$ cat config.mk
export PLATFORM = sky130hd
export DESIGN_NAME = instru_loader_flat
export DESIGN_NICKNAME = d
export VERILOG_FILES = /design/src/rtl/instru_loader_if.sv /design/src/rtl/instru_loader.sv /design/src/flat_wrapper.sv
export SDC_FILE = /design/constraint.sdc
export NUM_CORES = 1
export LEC_CHECK = 0
export CORE_MARGIN = 2
export CORE_UTILIZATION = 30
export DETAILED_ROUTE_END_ITERATION = 6
export GPL_ROUTABILITY_DRIVEN = 0
export PLACE_DENSITY = 0.65
export SYNTH_ARGS = -nofsm -noshare
export SYNTH_HDL_FRONTEND = slang
export SYNTH_SLANG_ARGS = --single-unit
$ cat constraint.sdc
create_clock -name clk -period 1.9 [get_ports clk]
set_clock_uncertainty 0.2 [all_clocks]
set_input_delay 0.38 -clock clk [delete_from_list [all_inputs] [get_ports clk]]
set_output_delay 0.38 -clock clk [all_outputs]
set_load 0.05 [all_outputs]
$ cat src/rtl/instru_loader_if.sv
// Byte stream in (valid/ready) and word write port out of the loader.
// slave: loader side; master: host/memory side.
interface instru_loader_if;
  logic [7:0]  byte_in;
  logic        byte_valid;
  logic        byte_ready;
  logic        mem_we;
  logic [31:0] mem_addr;
  logic [31:0] mem_wdata;

  modport slave (
    input  byte_in,
    input  byte_valid,
    output byte_ready,
    output mem_we,
    output mem_addr,
    output mem_wdata
  );

  modport master (
    output byte_in,
    output byte_valid,
    input  byte_ready,
    input  mem_we,
    input  mem_addr,
    input  mem_wdata
  );
endinterface

$ cat src/rtl/instru_loader.sv
// Program loader: packs a big-endian byte stream into 32-bit words,
// writes them at consecutive word addresses, holds the CPU until halt.
// Ports: clk, reset (sync, active-high), start, bus (stream + mem
// write port), word_count, busy, done, overflow, cpu_hold.
module instru_loader #(
  parameter int SIZE_IM = 128
) (
  input  logic            clk,
  input  logic            reset,
  input  logic            start,
  instru_loader_if.slave  bus,
  output logic [31:0]     word_count,
  output logic            busy,
  output logic            done,
  output logic            overflow,
  output logic            cpu_hold
);

  localparam logic [31:0] HALT = 32'hFC00_0000;
  localparam logic [31:0] LAST = 32'(SIZE_IM - 1);

  typedef enum logic [2:0] {
    IDLE,
    RECV,
    WRITE,
    DONE,
    ERR
  } state_t;

  state_t      state_q;
  state_t      state_n;
  logic [1:0]  idx_q;
  logic [31:0] acc_q;
  logic        xfer;
  logic        go;

  // byte_ready is a registered copy of (state == RECV)
  assign xfer = (state_q == RECV) && bus.byte_valid;
  assign go   = start && (state_q == IDLE ||
                          state_q == DONE ||
                          state_q == ERR);

  always_ff @(posedge clk) begin
    if (reset) state_q <= IDLE;
    else       state_q <= state_n;
  end

  always_comb begin
    state_n = state_q;
    unique case (state_q)
      IDLE, DONE, ERR: begin
        if (start) state_n = RECV;
      end
      RECV: begin
        if (xfer && idx_q == 2'd3) state_n = WRITE;
      end
      WRITE: begin
        if (acc_q == HALT)           state_n = DONE;
        else if (word_count == LAST) state_n = ERR;
        else                         state_n = RECV;
      end
      default: state_n = IDLE;
    endcase
  end

  // assembly register and byte index
  always_ff @(posedge clk) begin
    if (reset) begin
      idx_q <= 2'd0;
      acc_q <= 32'd0;
    end else if (go || state_q == WRITE) begin
      idx_q <= 2'd0;
    end else if (xfer) begin
      idx_q <= idx_q + 2'd1;
      acc_q <= {acc_q[23:0], bus.byte_in};
    end
  end

  // registered outputs, derived from the next state
  always_ff @(posedge clk) begin
    if (reset) begin
      bus.byte_ready <= 1'b0;
      bus.mem_we     <= 1'b0;
      bus.mem_addr   <= 32'd0;
      bus.mem_wdata  <= 32'd0;
      word_count     <= 32'd0;
      busy           <= 1'b0;
      done           <= 1'b0;
      overflow       <= 1'b0;
      cpu_hold       <= 1'b1;
    end else begin
      bus.byte_ready <= (state_n == RECV);
      bus.mem_we     <= (state_n == WRITE);
      busy           <= (state_n == RECV) ||
                        (state_n == WRITE);
      done           <= (state_n == DONE);
      overflow       <= (state_n == ERR);
      cpu_hold       <= (state_n != DONE);
      // address and word latched in the 4th accept cycle
      if (state_n == WRITE) begin
        bus.mem_addr  <= word_count << 2;
        bus.mem_wdata <= {acc_q[23:0], bus.byte_in};
      end
      if (go)                    word_count <= 32'd0;
      else if (state_q == WRITE) word_count <= word_count + 32'd1;
    end
  end

endmodule

$ cat src/flat_wrapper.sv
// flat-port wrapper written by rule: the top's interface ports become plain ports
module instru_loader_flat 
#(
  parameter int SIZE_IM = 128
)
  (clk, reset, start, word_count, busy, done, overflow, cpu_hold, bus_byte_in, bus_byte_valid, bus_byte_ready, bus_mem_we, bus_mem_addr, bus_mem_wdata);
  instru_loader_if bus_i ();
  input  logic clk;
  input  logic reset;
  input  logic start;
  output logic [31:0] word_count;
  output logic busy;
  output logic done;
  output logic overflow;
  output logic cpu_hold;
  input wire logic [$bits(bus_i.byte_in)-1:0] bus_byte_in;
  input wire logic [$bits(bus_i.byte_valid)-1:0] bus_byte_valid;
  output wire logic [$bits(bus_i.byte_ready)-1:0] bus_byte_ready;
  output wire logic [$bits(bus_i.mem_we)-1:0] bus_mem_we;
  output wire logic [$bits(bus_i.mem_addr)-1:0] bus_mem_addr;
  output wire logic [$bits(bus_i.mem_wdata)-1:0] bus_mem_wdata;
  assign bus_i.byte_in = bus_byte_in;
  assign bus_i.byte_valid = bus_byte_valid;
  assign bus_byte_ready = bus_i.byte_ready;
  assign bus_mem_we = bus_i.mem_we;
  assign bus_mem_addr = bus_i.mem_addr;
  assign bus_mem_wdata = bus_i.mem_wdata;
  instru_loader #(.SIZE_IM(SIZE_IM)) u_core (.clk(clk), .reset(reset), .start(start), .bus(bus_i), .word_count(word_count), .busy(busy), .done(done), .overflow(overflow), .cpu_hold(cpu_hold));
endmodule
# Yosys cells after proc, flatten, opt, wreduce, memory -nomap -nowiden
# Cells that the tools add are included.
# Widths: inputs -> output; s select.
classes:
  addsub: 2
  multipliers: 0
  div_mod_pow: 0
  order_cmp: 0
  eq_ne: 12
  n_shift: 0
  n_mux: 5
  bitwise_logic: 1
  n_reduce_logical: 12
op_table:
  columns: ["cell", "count"]
  rows:
  - ["$add 32x1->32 const B", 1]
  - ["$eq 32x32->1 const B", 1]
  - ["$eq 32x7->1 const B", 1]
  - ["$eq 3x2->1 const B", 4]
  - ["$mux 3", 4]
  - ["$pmux 3 s3", 1]
  - ["$eq 3x1->1 const B", 2]
  - ["$eq 3x3->1 const B", 2]
  - ["$logic_or 1x1->1", 4]
  - ["$reduce_or 2->1", 2]
  - ["$logic_and 1x1->1", 3]
  - ["$logic_not 3->1", 1]
  - ["$ne 3x2->1 const B", 1]
  - ["$reduce_or 3->1", 1]
  - ["$add 2x1->2 const B", 1]
  - ["$eq 2x2->1 const B", 1]
  - ["$reduce_and 2->1", 1]
  - ["$not 1->1", 1]
totals:
  ff_bits: 137
  latchBits: 0
  mem_bits_rw: 0
  mem_bits_ro: 0
  wordCells: 44
  memories: 0

# Logic depth before layout (Yosys ltp)
logic_depth:
  word_depth: 7
  depth_mapped: 8
  ltp_nobuf: 6

# Worst setup path before layout
# OpenSTA, ideal clock, no wires.
synth_path:
  path_type: "reg2reg"
  from: "reg u_core.word_count[8]"
  to: "reg u_core.word_count[31]"
  setup_time_ps: 127
  t_arrival_ps: 1988
  t_required_ps: 1573
  path_slack_ps: -415
  path_stages_with_launch: 7
  n_path_buf: 1
  synth_period_minus_slack_ps: 2315
  path_cell_list: "dfxtp_1 nand4_1 nor3_1 buf_2 nand4_1 xor2_1 nor2_2"
synth_between:
  elab_chain_len: 1
synth_rtl:
  columns: ["item", "line", "source"]
  rows:
  - ["from (decl)", "instru_loader.sv:12", "output logic [31:0] word_count,"]
  - ["from (signal assigned)", "instru_loader.sv:105", "else if (state_q == WRITE) word_count <= word_count + 32'd1;"]
  - ["$add 32x1->32", "instru_loader.sv:105", null]
# No other way between the ends.
# A chain may end at the register's enable or synchronous reset.

# Final worst setup path
layout_path:
  from: "reg u_core.acc_q[6]"
  to: "reg u_core.cpu_hold"
layout_between:
  elab_chain_len: 4
layout_rtl:
  columns: ["item", "line", "source"]
  rows:
  - ["from (decl)", "instru_loader.sv:33", "logic [31:0] acc_q;"]
  - ["from (signal assigned)", "instru_loader.sv:75", "acc_q <= {acc_q[23:0], bus.byte_in};"]
  - ["$eq 32x32->1", "instru_loader.sv:58", "if (acc_q == HALT) state_n = DONE;"]
  - ["$mux 3", "instru_loader.sv:58", null]
  - ["$pmux 3 s3", "instru_loader.sv:50", "unique case (state_q)"]
  - ["$ne 3x2->1", "instru_loader.sv:98", "cpu_hold <= (state_n != DONE);"]
  - ["to (signal assigned)", "instru_loader.sv:98", null]
  - ["to (decl)", "instru_loader.sv:16", "output logic cpu_hold"]
# No other way between the ends.

==> metrics.md <==
| Metric | Value |
|---|---|
| Max Clock Freq | `510 MHz` |
| XOR/XNOR share of the synthesized area | `5.35%` |
| Min-Delay Path Class | `in2reg` |
| Synth unique cells | `39` |
| Detailed Route WL | `14,200 um` |
| Bufs on Longest Clock Path | `2` |
| Failing checks | `setup timing` |
| Slowest cell on crit path | `a311o_1` |
| Synth Cell Area | `5240 sq um` |
| Internal Power | `4.95 mW` |
| Register area share after synthesis | `52.4%` |
| Top cells by count, synth | `nand2_1 (202), dfxtp_1 (137), a21oi_1 (97)` |
| Crit Path Class | `reg2reg` |
| N_diodes | `0` |
| Synth Instances | `637` |
| Met3 Usage GRT | `4.33%` |
| Status | `complete, but fails checks` |
| Worst vdd ir | `612 uV` |
| Predominant post-synthesis flop cell | `dfxtp_1` |
| First-pass GRT wire length | `22,000 um` |
| CP Depth | `5` |
| Sequential share of power | `45.3%` |
| Cell Pwr Density | `821 nW/um^2` |
| RSZ-0062 raised after global routing | `true` |
| Fraction of the mapped netlist area in simple logic gates | `27.3%` |
| Max Slew Vio Count | `0` |
| Most instantiated library cell after synthesis | `nand2_1` |
| Final Total Pwr | `6.39 mW` |
| Worst-path fanout max | `5` |
| I/O pin total | `114` |
| YS warnings | `0` |
| Number of flops mapped to enable cells by yosys | `0` |
| Via count | `4,772` |
| Initial Util | `30.5%` |
| Gr busiest metal | `met2` |
| Largest net degree at the start of global routing | `75` |
| FF-to-FF path depth | `5` |
| WP data arrival | `2.06 ns` |
| 1st-iter DRT viols | `290` |
| Global route overflow | `0` |
| Cell family with most CP delay | `simple AND/OR/NAND/NOR gates` |
| Final Util | `45.3%` |
| Worst-Skew Late Latency | `0.43 ns` |
| H-tree Lvls | `4` |
| Crit path cell chain | `nor4_4 > nand4_1 > o211a_1 > a311o_1 > nand2b_1` |
| Largest family of logic cells by synthesized area | `simple AND/OR/NAND/NOR gates` |
| P_sw | `1.44 mW` |
| Adder-Cell Fraction of Synth Area | `0.478%` |
| Wire per inst | `13.7 um` |
| DRC Markers | `0` |
| Comb pwr share | `3.7%` |
| Hpwl dp | `9150 um` |
| Critical Path Start Type | `register` |
| Post-route antenna net violation count | `0` |
| Fin. Hold Viols | `0` |
| Hold depth | `3` |
| Die height | `136 um` |
| Avg Vias per Cell | `4.62` |
| Crit path buffers/inverters | `0` |
| Horiz. Die Dim | `136 um` |
| Die area | `18,500 sq um` |
| Synth async-reset ratio | `0%` |
| CTS buffer count | `17` |
| CTS sink cnt | `137` |
| Seq cells post-synth | `137` |
| Setup TNS | `-0.275 ns` |
| Slowest stage delay, CP | `0.34 ns` |
| Worst EP required | `2.00 ns` |
| Core area | `17,200 sq um` |
| Cell row count | `48` |
| Area share of the largest cell type after synthesis | `52.4%` |
| Switching Share | `22.5%` |
| Leading area contributor after synthesis | `dfxtp_1` |
| Clock Pin Slew Worst Setup and Hold Paths | `0.06 ns` |
| Final Net Count | `809` |
| CTS tree | `yes` |
| Crit end category | `register` |
| Syn avg cell area | `8.22 sq um` |
| Vias in the first global route | `4,387` |
| Final min period | `1.96 ns` |
| Port bufs | `111` |
| Layout cells sized above 1 | `32.8%` |
| WHS | `0.161 ns` |
| Synth area leaders | `dfxtp_1 (52%), nand2_1 (14%), a21oi_1 (9.3%), xor2_1 (4.2%), nor2_1 (2.6%)` |
| GRT Overall Usage | `15.3%` |
| Hold buffer count at CTS | `0` |
| Initial antenna violation count | `0` |
| Final setup margin | `-0.0594 ns` |
| Final setup violating endpoints | `6` |
| Compound-cell area share of the yosys netlist | `10.2%` |
| P&R area growth vs syn | `48.7%` |
| Drt first pass iters | `4` |
| MaxCap Viol Count | `0` |
| Clock network power share | `51.0%` |
| M2 GR Usage | `22.6%` |
| GRT met1 Usage | `20.4%` |
| Final Cycle Share | `103%` |
| LEAKAGE | `3.03 nW` |
| CTS root buffer | `clkbuf_16` |
| Proportion of synthesized area in mux cells | `0.191%` |
registers in the layout, summed over array words and instances (netlist names):
name and count:
u_core.done 1, u_core.idx_q 2, u_core.busy 1, u_core.state_q 3
u_core.acc_q 32, u_core.bus.mem_addr 30, u_core.word_count 32, u_core.bus.mem_wdata 32
u_core.cpu_hold 1, u_core.bus.byte_ready 1, u_core.overflow 1, u_core.bus.mem_we 1
final timing paths:
check | start | end | slack (ns)
worst min-delay path | reset | u_core.idx_q[0] | 0.16
worst max register to register | u_core.acc_q[6] | u_core.cpu_hold | -0.06
worst min register to register | u_core.acc_q[26] | u_core.acc_q[26] | 0.25
worst max-delay path | u_core.acc_q[6] | u_core.cpu_hold | -0.06
worst min-delay path: stages:
cell and delay [ns]:
buf_4 0.12, a21o_1 0.17, nor3_1 0.07
metrics by stage:
stage | instance area, sq um | setup WS (ns) | instances
4_1_cts | 7620 | -0.0463 | 1030
3_3_place_gp | 6970 | -0.237 | 997
3_5_place_dp | 6970 | -0.225 | 997
5_1_grt | 7780 | -0.137 | 1033
2_1_floorplan | 5290 | 0.000472 | 638
6_report | 7780 | -0.0594 | 1033
power by group through the flow:
stage               clock network (mW)  logic, mW  registers (mW)
detailed placement                   0      0.227            2.95
global placement                     0      0.227            2.95
CTS                               3.34      0.239            2.89
global route                      3.47      0.256            2.89
finish                            3.26      0.238            2.90
floorplan                            0      0.110            2.97
logic make-up (layout without fill, tap and decap cells):
| kind of cell | Yosys count | after routing |
|---|---|---|
| buffers and inverters | 45 | 215 |
| adders and majority gates | 2 | 2 |
| xor gates and xnor gates | 32 | 32 |
| muxes | 1 | 1 |
| and+or+nand+nor | 316 | 316 |
| DFF | 137 | 137 |
| AOI/OAI and AO/OA | 103 | 103 |
| other | 1 | 2 |
layout make-up:
class / count / area (sq um)
clock buffer: 19 / 443
sequential: 137 / 2790
tap: 225 / 282
clock inverter: 13 / 145
inverter: 2 / 7.51
timing repair buffer: 181 / 1660
multi-input combinational: 456 / 2450
fill: 1696 / 9390
layout by cell type, fill, tap and decap left out, types with 2 or more instances in the layout:
cell type | Yosys | layout
nand2_1 | 202 | 201
buf_4 | 2 | 149
dfxtp_1 | 137 | 103
a21oi_1 | 97 | 97
nor2_1 | 36 | 36
dfxtp_2 | 0 | 31
xor2_1 | 25 | 25
clkbuf_16 | 0 | 19
buf_12 | 0 | 19
nand4_1 | 10 | 10
clkdlybuf4s50_1 | 0 | 10
and3_1 | 8 | 8
xnor2_1 | 7 | 7
nor4_1 | 11 | 6
and4_1 | 6 | 6
nand3_1 | 15 | 5
nand3_2 | 0 | 5
nand3_4 | 0 | 5
nor4_4 | 2 | 4
nor3_1 | 5 | 4
nor2_2 | 3 | 3
nor4_2 | 0 | 3
clkinvlp_4 | 0 | 3
clkinv_4 | 0 | 3
inv_6 | 0 | 3
dfxtp_4 | 0 | 3
inv_1 | 2 | 2
nor3b_1 | 2 | 2
nor4b_2 | 0 | 2
nor2b_1 | 3 | 2
nor4b_1 | 4 | 2
nand3b_1 | 2 | 2
ha_1 | 2 | 2
conb_1 | 1 | 2
clkinv_2 | 0 | 2
bufinv_16 | 0 | 2
routing by layer:
layer	vias up	wire length (um)
li1	2430	-
met1	2211	6750
met2	108	6500
met3	23	626
met4	0	322
met5	-	0
what timing repair did:
item                       4_1_cts  5_1_grt
pin swaps                        9       15
resized for setup               12       21
gates cloned                     0        2
buffers inserted                 1        1
setup endpoints to repair        9       67
Power figures use the tool's default switching activity.
